`config.mk`:
```
export PLATFORM = sky130hd
export DESIGN_NAME = pipeline_hazard_ctrl
export DESIGN_NICKNAME = d
export VERILOG_FILES = /design/src/rtl/pipeline_hazard_ctrl.sv
export SDC_FILE = /design/constraint.sdc
export NUM_CORES = 1
export LEC_CHECK = 0
export CORE_UTILIZATION = 43
export DETAILED_ROUTE_END_ITERATION = 10
export PLACE_DENSITY = 0.89
export RECOVER_POWER = 50
export SLEW_MARGIN = 20
export SYNTH_ARGS = -nofsm -noshare
export SYNTH_HDL_FRONTEND = slang
export SYNTH_SLANG_ARGS = --single-unit
```
`constraint.sdc`:
```
create_clock -name clock -period 6.85 [get_ports clock]
set_input_delay 1.37 -clock clock [delete_from_list [all_inputs] [get_ports clock]]
set_output_delay 1.37 -clock clock [all_outputs]
set_load 0.01 [all_outputs]
```
`src/rtl/pipeline_hazard_ctrl.sv`:
```
// EX-stage hazard control for the 5-stage RV32I pipeline.
// Resolves branches and jumps, computes the EX operand forwarding selects, and
// detects load-use and branch-after-load stalls. The only registered logic is a
// one-cycle-delayed flush flag and two saturating performance counters.
//
// Ports
//   clock, reset            rising-edge clock, asynchronous active-low reset
//   cur_pc, imm             PC and sign-extended immediate of the EX instruction
//   alu_result              EX ALU output (bit0 = branch condition, full = JALR target)
//   branch_taken, jalr_sel  EX holds a branch/JAL, EX holds JALR
//   ex_branch               EX holds a conditional branch
//   pc_plus_4, imm_out      link value and AUIPC value (combinational)
//   branch_target, pc_sel   redirect PC and redirect/flush request (combinational)
//   rs1_ex, rs2_ex          EX source registers
//   ex_mem_rd/_regwrite     MEM destination and write enable
//   mem_wb_rd/_regwrite     WB destination and write enable
//   forward_a, forward_b    operand selects: 00 regfile, 01 WB, 10 MEM (combinational)
//   if_id_rs1, if_id_rs2    ID source registers
//   id_ex_rd, id_ex_memread EX destination and EX-is-load
//   branch_id, memtoreg_mem ID holds branch/jump, MEM holds a load
//   stall                   hold PC and IF/ID, bubble ID/EX (combinational)
//   flush_q                 pc_sel delayed one cycle (registered)
//   stall_cnt, flush_cnt    saturating stall-cycle and redirect counters (registered)
module pipeline_hazard_ctrl #(
   parameter int unsigned DATA_W = 32,
   parameter int unsigned CNT_W  = 16
) (
   input  logic              clock,
   input  logic              reset,
   input  logic [DATA_W-1:0] cur_pc,
   input  logic [DATA_W-1:0] imm,
   input  logic [DATA_W-1:0] alu_result,
   input  logic              branch_taken,
   input  logic              jalr_sel,
   input  logic              ex_branch,
   output logic [DATA_W-1:0] pc_plus_4,
   output logic [DATA_W-1:0] imm_out,
   output logic [DATA_W-1:0] branch_target,
   output logic              pc_sel,
   input  logic [4:0]        rs1_ex,
   input  logic [4:0]        rs2_ex,
   input  logic [4:0]        ex_mem_rd,
   input  logic              ex_mem_regwrite,
   input  logic [4:0]        mem_wb_rd,
   input  logic              mem_wb_regwrite,
   output logic [1:0]        forward_a,
   output logic [1:0]        forward_b,
   input  logic [4:0]        if_id_rs1,
   input  logic [4:0]        if_id_rs2,
   input  logic [4:0]        id_ex_rd,
   input  logic              id_ex_memread,
   input  logic              branch_id,
   input  logic              memtoreg_mem,
   output logic              stall,
   output logic              flush_q,
   output logic [CNT_W-1:0]  stall_cnt,
   output logic [CNT_W-1:0]  flush_cnt
);

   localparam logic [1:0] FWD_RF  = 2'b00;
   localparam logic [1:0] FWD_WB  = 2'b01;
   localparam logic [1:0] FWD_MEM = 2'b10;
   localparam logic [CNT_W-1:0] CNT_MAX = {CNT_W{1'b1}};

   logic load_use;
   logic br_load;

   // Forward select for one source register; MEM result beats WB data, x0 never forwards.
   function automatic logic [1:0] fwd_sel(input logic [4:0] rs,
                                          input logic [4:0] mem_rd,
                                          input logic       mem_we,
                                          input logic [4:0] wb_rd,
                                          input logic       wb_we);
      logic [1:0] sel;
      sel = FWD_RF;
      if (mem_we && (mem_rd != 5'd0) && (mem_rd == rs)) begin
         sel = FWD_MEM;
      end else if (wb_we && (wb_rd != 5'd0) && (wb_rd == rs)) begin
         sel = FWD_WB;
      end
      return sel;
   endfunction

   // Branch / jump resolution; adders wrap modulo 2^DATA_W.
   always_comb begin
      pc_plus_4     = cur_pc + DATA_W'(4);
      imm_out       = cur_pc + imm;
      branch_target = imm_out;
      if (jalr_sel) begin
         branch_target = {alu_result[DATA_W-1:1], 1'b0};
      end
      pc_sel = jalr_sel | (branch_taken & alu_result[0]);
   end

   // Operand forwarding selects.
   always_comb begin
      forward_a = fwd_sel(rs1_ex, ex_mem_rd, ex_mem_regwrite, mem_wb_rd, mem_wb_regwrite);
      forward_b = fwd_sel(rs2_ex, ex_mem_rd, ex_mem_regwrite, mem_wb_rd, mem_wb_regwrite);
   end

   // Stall detection; a redirect or a branch resolving in EX suppresses the stall.
   always_comb begin
      load_use = id_ex_memread && (id_ex_rd != 5'd0) &&
                 ((id_ex_rd == if_id_rs1) || (id_ex_rd == if_id_rs2));
      br_load  = branch_id && memtoreg_mem && (ex_mem_rd != 5'd0) &&
                 ((ex_mem_rd == if_id_rs1) || (ex_mem_rd == if_id_rs2));
      stall    = (load_use | br_load) & ~pc_sel & ~ex_branch;
   end

   // Delayed flush flag and saturating event counters.
   always_ff @(posedge clock or negedge reset) begin
      if (!reset) begin
         flush_q   <= 1'b0;
         stall_cnt <= '0;
         flush_cnt <= '0;
      end else begin
         flush_q <= pc_sel;
         if (stall && (stall_cnt != CNT_MAX)) begin
            stall_cnt <= stall_cnt + CNT_W'(1);
         end
         if (pc_sel && (flush_cnt != CNT_MAX)) begin
            flush_cnt <= flush_cnt + CNT_W'(1);
         end
      end
   end

endmodule

```
==> reports/qor.yml, run 1 <==
status:
  outcome: "finished with violations"
  violations: "max-capacitance violations, max-slew violations"
sta:
  tightest_slew_ns: 2.17
  clock-skew-final_ns: 0.00463
  hold_ws_ns: 0.487
  finalCritPeriodShare: 0.890
  hold_viol: 0
  slew_headroom: -0.449
  rsz0062_at_grt: "no"
  max_freq_mhz: 164
  fin_crit_ns: 6.09
  maxSlewViolCount: 76
  setup-tns-final_ns: 0
  setup_viol: 0
critical_path:
  crit_chain: "clkdlybuf4s50_1 -> ha_1 -> fa_1 -> a21oi_1 -> o221ai_2 -> a32oi_2 -> a211oi_4 -> a31oi_4 -> nor4b_1 -> nor3_1 -> clkdlybuf4s50_1"
  crit_type: "primary input to primary output"
  rrSetupSlack_ns: 3.87
  critPathCapture: "branch_target[28]"
  slowest_stage: "clkdlybuf4s50_1"
  cp.required_ns: 5.48
  crit_buf_inv: 2
  path_delay_family: "compound AO/OA/AOI/OAI gates"
  crit_path_max_fanout: 4
  max_stage_delay_ns: 0.61
  reg2reg_from: "stall_cnt[2]$_DFFE_PN0P_"
  cp-startpoint: "cur_pc[0]"
  critical_path_cell_count: 11
  end_kind: "primary output"
  cp_data_arrival_time_ns: 4.72
  start_kind: "primary input"
  reg2reg_depth: 7
  path_common_cell: "clkdlybuf4s50_1"
  timing.rr.end: "stall_cnt[9]$_DFFE_PN0P_"
grt:
  grt_pass1_vias: 5498
  use_met3: 0.0527
  grt-busiest-layer: "met2"
  grt-ovfl-total: 0
  use_met2: 0.544
  grt_pass1_wl_um: 27200
  grt_max_degree: 42
  grt_antenna_before_repair: 0
  met1_usage: 0.340
  grtUsageTotal: 0.296
die:
  num_rows: 38
  fp.dieH_um: 108
  core_area_um2: 10900
  io_pins: 276
  initial_core_util: 0.443
  dieArea_um2: 11600
  chipWidth_um: 108
layout:
  seqCellArea_um2: 826
  layout-drive-gt1-share: 0.0709
  stdcell_count: 986
  final_cell_mix: "clkdlybuf4s50_1, xnor2_1, xor2_1"
  syn2layout_area_growth_pct: 59.6
  final_common_cell: "clkdlybuf4s50_1"
  num-fill-cells: 868
  multi_input_area_um2: 3780
  diodes: 0
  design_area_um2: 7690
  nets: 1021
placed_design:
  dp_hpwl_um: 14700
  place_inst: 978
  port_buffers: 275
  place_area_um2: 7630
  place_congestion: 0.942
synth:
  synthSimpleGateAreaFrac: 0.217
  ys.flop_type: "dfrtp_1"
  synth_edf_count: 0
  synth_xor_area_frac: 0.231
  synth_fp_nets: 761
  ys_seq_area_frac: 0.171
  yosysUniqueCellTypes: 69
  synth_area_per_cell_um2: 8.24
  synth_top_family_by_area: "XOR/XNOR gates"
  synth_cells: 585
  muxShareOfSynthArea: 0.0678
  synthArstFlopShare: 1.00
  synth_compound_area_frac: 0.180
  netlist_area_um2: 4820
  synth_warnings: 0
  ys_ff_latch: 33
  synthAdderAreaFrac: 0.0924
cts:
  cts_setup_buffers: 0
  insertion_delay_ns: 0.29
  clockBufferDepth: 2
  cts_resized: 0
  root_buffer: "clkbuf_8"
  clkTransAtPathRegs_ns: 0.07
  htreeDepth: 2
  cts_tree: "done"
  clock-sinks: 33
  cts_hold_buf: 0
  cts-buffers-inserted: 5
routing:
  drcViolationCount: 0
  drtPass1Iterations: 4
  drtIter0Drc: 230
  num_vias: 5523
  ant_nets: 0
  wl_per_cell_um: 17.9
  routed_via_density: 5.60
  drt-total-wl_um: 17700
flow_run:
  max-cap-violations: 2
pwr:
  powerDensity_nw_per_um2: 144
  irDropWorstVdd_mv: 0.242
  leakagePower_nw: 3.18
worst_hold_path:
  worst_hold_path_type: "flip-flop to flip-flop"
  worstHoldStart: "flush_cnt[12]$_DFFE_PN0P_"
[worst reg2reg max path: cells and delay by family (launching register included)]
kind,cells,cell delay (ns)
simple gates,5,1.23
compound gates,1,0.96
flops,1,0.46
xor+xnor,1,0.22
[stage by stage]
| step | worst slack, ns | utilization | power (mW) |
|---|---|---|---|
| 2_1_floorplan | 2.02 | - | 0.585 |
| 3_3_place_gp | 0.942 | 0.701 | 0.952 |
| 3_5_place_dp | 0.820 | 0.701 | 0.967 |
| 4_1_cts | 0.803 | 0.709 | 1.12 |
| 5_1_grt | 0.651 | 0.707 | 1.17 |
| 6_report | 0.756 | 0.707 | 1.11 |
[metal layers]
layer | vias to the layer above | part of all wire | routed length, um
met5 | - | 0 | 0
met4 | 0 | 0.034 | 595
met3 | 47 | 0.073 | 1300
met2 | 241 | 0.50 | 8840
met1 | 2602 | 0.39 | 6930
li1 | 2633 | - | -
[worst min path at each step]
| stage | endpoint | slack (ns) | cells past startpoint |
|---|---|---|---|
| after floorplan | stall_cnt[9]$_DFFE_PN0P_ | 0.52 | 1 |
| after global routing | flush_cnt[6]$_DFFE_PN0P_ | 0.51 | 1 |
| final | flush_cnt[12]$_DFFE_PN0P_ | 0.49 | 1 |
| after global placement | stall_cnt[9]$_DFFE_PN0P_ | 0.48 | 1 |
| after CTS | flush_cnt[12]$_DFFE_PN0P_ | 0.49 | 1 |
| after detailed placement | flush_cnt[12]$_DFFE_PN0P_ | 0.48 | 1 |
[synthesized netlist by cell type (all sizes together) (6+ instances only)]
library cell	number	share of area
xnor2	69	0.13
xor2	58	0.11
nand2	53	0.041
a21oi	40	0.044
nand3	38	0.039
ha	34	0.088
dfrtp	33	0.17
nor2	31	0.024
mux2	29	0.068
inv	21	0.016
o21ai	19	0.024
nor3	18	0.020
nand4	16	0.023
buf	14	0.017
and3	13	0.018
clkbuf	9	0.0073
a21o	8	0.012
a31oi	6	0.014
or4	6	0.0093
[final cells by class]
type	instances	area share
Clock buffer	5	0.00895
Clock inverter	3	0.00228
Inverter	21	0.0102
Multi-Input combinational cell	508	0.491
Sequential cell	33	0.107
Tap cell	140	0.0228
Timing Repair Buffer	276	0.358
[cell families (layout without fill, tap and decap cells)]
| logic type | after synthesis | count (layout) |
|---|---|---|
| AND/OR/NAND/NOR | 203 | 203 |
| adder cells (fa/ha/maj) | 35 | 35 |
| buffers and inverters | 44 | 305 |
| multiplexers | 29 | 29 |
| AO/OA/AOI/OAI | 114 | 114 |
| flip-flops | 33 | 33 |
| XOR/XNOR | 127 | 127 |
[sequential cells by signal, summed over array words and instances (netlist names)]
name and flops:
flush_cnt 16, stall_cnt 16, flush_q 1
[power breakdown]
part | internal [mW] | switching, mW | total [mW]
combinational | 0.380 | 0.323 | 0.702
sequential | 0.220 | 0.0364 | 0.256
clock | 0.0701 | 0.0776 | 0.148
total | 0.670 | 0.437 | 1.11
(Power assumes the default switching activity.)
==> run 2, diff against run 1 <==
- MAX_ROUTING_LAYER: default -> met4
==> run 2 against run 1 <==
  * The flow still finishes with violations (max-capacitance violations, max-slew violations)
  * Worst setup slack improved by 0.082 ns
  * Hold slack gained 0.0071 ns
  * Combinational power about the same
  * Count of clock-buffer cells in the layout grew 3
  * First-iteration DRC count grew 3.0%
  * Routed wire length is 1.4% lower
  * Register-to-register slack improved by 0.18 ns
  * Power fell by 0.42%
  * Global-route usage up 0.86 points
  * Clock skew fell by 0.00065 ns
  * Non-clock buffer count unchanged
==> reports/qor.yml, run 2 (synthesized netlist as in run 1, its figures left out) <==
layout:
  diodes: 0
  stdcell_count: 986
  syn2layout_area_growth_pct: 59.5
  reg.largest.list: "flush_cnt x16, stall_cnt x16, flush_q x1"
  nets: 1021
  num-fill-cells: 836
  layout-drive-gt1-share: 0.0674
  final_common_cell: "clkdlybuf4s50_1"
  final_cell_mix: "clkdlybuf4s50_1, xnor2_1, xor2_1"
routing:
  wl_met2_um: 8720
  wl_per_cell_um: 17.7
  drt-total-wl_um: 17400
  wl_met3_um: 1300
  drcViolationCount: 0
  routed_via_density: 5.59
  drtIter0Drc: 237
  drtPass1Iterations: 5
  ant_nets: 0
  m1WireLength_um: 6850
  num_vias: 5508
  routed.top_layer: "met4"
critical_path:
  cp_data_arrival_time_ns: 4.64
  path_common_cell: "clkdlybuf4s50_1"
  end_kind: "primary output"
  rrSetupSlack_ns: 4.05
  start_kind: "primary input"
  reg2reg_depth: 6
  crit_chain: "clkdlybuf4s50_1 -> ha_1 -> fa_1 -> a21oi_1 -> o221ai_2 -> a32oi_2 -> a211oi_4 -> a31oi_4 -> nor4b_1 -> nor3_1 -> clkdlybuf4s50_1"
  crit_buf_inv: 2
  timing.rr.end: "stall_cnt[1]$_DFFE_PN0P_"
  cp-startpoint: "cur_pc[0]"
  path_delay_family: "compound AO/OA/AOI/OAI gates"
  crit_type: "primary input to primary output"
  cp.required_ns: 5.48
  slowest_stage: "clkdlybuf4s50_1"
  critical_path_cell_count: 11
  critPathCapture: "branch_target[28]"
  reg2reg_from: "stall_cnt[2]$_DFFE_PN0P_"
  max_stage_delay_ns: 0.62
  crit_path_max_fanout: 4
pwr:
  p_int_mw: 0.673
  pwr-share-clk: 0.128
  pwr-share-comb: 0.638
  seqPwrFrac: 0.234
  p_sw_frac: 0.389
  leakagePower_nw: 3.18
  total_power_mw: 1.10
  p_switching_mw: 0.429
  irDropWorstVdd_mv: 0.229
  powerDensity_nw_per_um2: 143
placed_design:
  place_inst: 978
  dp_hpwl_um: 14700
  place_congestion: 0.971
  port_buffers: 275
  dp_worst_setup_slack_ns: 0.883
sta:
  hold_viol: 0
  maxSlewViolCount: 76
  setup_viol: 0
  hold_ws_ns: 0.494
  tightest_slew_ns: 2.22
  rsz0062_at_grt: "no"
  slew_headroom: -0.478
  fin_crit_ns: 6.01
  setup-tns-final_ns: 0
  max_freq_mhz: 166
  finalCritPeriodShare: 0.878
  worst_slack_ns: 0.838
  clock-skew-final_ns: 0.00398
cts:
  cts_hold_buf: 0
  cts_tree: "done"
  root_buffer: "clkbuf_8"
  insertion_delay_ns: 0.29
  cts_resized: 0
  cts-buffers-inserted: 5
  clkTransAtPathRegs_ns: 0.06
  htreeDepth: 2
  cts_setup_buffers: 0
  clock-sinks: 33
  clockBufferDepth: 2
die:
  fp.dieH_um: 108
  core_area_um2: 10900
  io_pins: 276
  num_rows: 38
  initial_core_util: 0.443
  dieArea_um2: 11600
  chipWidth_um: 108
grt:
  grt_antenna_before_repair: 0
  grtUsageTotal: 0.304
  grt-ovfl-total: 0
  grt_pass1_vias: 5395
  grt_pass1_wl_um: 27100
  grt_max_degree: 42
worst_hold_path:
  worstHoldStart: "flush_cnt[12]$_DFFE_PN0P_"
  worst_hold_path_type: "flip-flop to flip-flop"
status:
  outcome: "finished with violations"
  violations: "max-capacitance violations, max-slew violations"
flow_run:
  max-cap-violations: 2
run 2: cell types whose count changed in the layout (fill, tap and decap cells not counted), sizes merged:
cell / previous run / this run
clkbuf: 7 / 10
clkinv: 2 / 0
clkinvlp: 1 / 0
run 2: power groups by stage:
stage                     combinational (mW)  clock (mW)  sequential (mW)
after floorplan                        0.321           0            0.264
after global placement                 0.696           0            0.257
after detailed placement               0.709           0            0.258
after CTS                              0.713       0.142            0.258
after global routing                   0.754       0.151            0.263
final                                  0.703       0.141            0.258
run 2: routing by layer:
| metal | track usage | vias up |
|---|---|---|
| li1 | - | 2628 |
| met1 | 0.343 | 2588 |
| met2 | 0.545 | 256 |
| met3 | 0.0496 | 36 |
| met4 | 0.0978 | 0 |
| met5 | - | - |
run 2: layout make-up:
| cell class | count | area (um^2) | area share |
|---|---|---|---|
| Inverter | 21 | 78.8 | 0.0103 |
| Clock buffer | 8 | 80.1 | 0.0104 |
| Multi-Input combinational cell | 508 | 3780 | 0.491 |
| Sequential cell | 33 | 826 | 0.107 |
| Timing Repair Buffer | 276 | 2750 | 0.358 |
| Tap cell | 140 | 175 | 0.0228 |
run 2: stage by stage:
step / util / cell area, um^2
floorplan: - / 4820
global placement: 0.701 / 7630
detailed placement: 0.701 / 7630
CTS: 0.708 / 7710
global route: 0.706 / 7690
finish: 0.706 / 7690
run 2: worst min path at each step:
stage / endpoint / slack (ns) / depth (start not counted)
after floorplan: stall_cnt[9]$_DFFE_PN0P_ / 0.52 / 1
after global placement: stall_cnt[9]$_DFFE_PN0P_ / 0.48 / 1
after detailed placement: stall_cnt[9]$_DFFE_PN0P_ / 0.49 / 1
after CTS: stall_cnt[9]$_DFFE_PN0P_ / 0.50 / 1
after global routing: flush_cnt[12]$_DFFE_PN0P_ / 0.52 / 1
final: flush_cnt[12]$_DFFE_PN0P_ / 0.49 / 1
==> run 3, diff against run 2 <==
- CAP_MARGIN: default -> 20
==> results of run 3 <==
No change in the layout: final DEF, timing and power equal those of run 2.
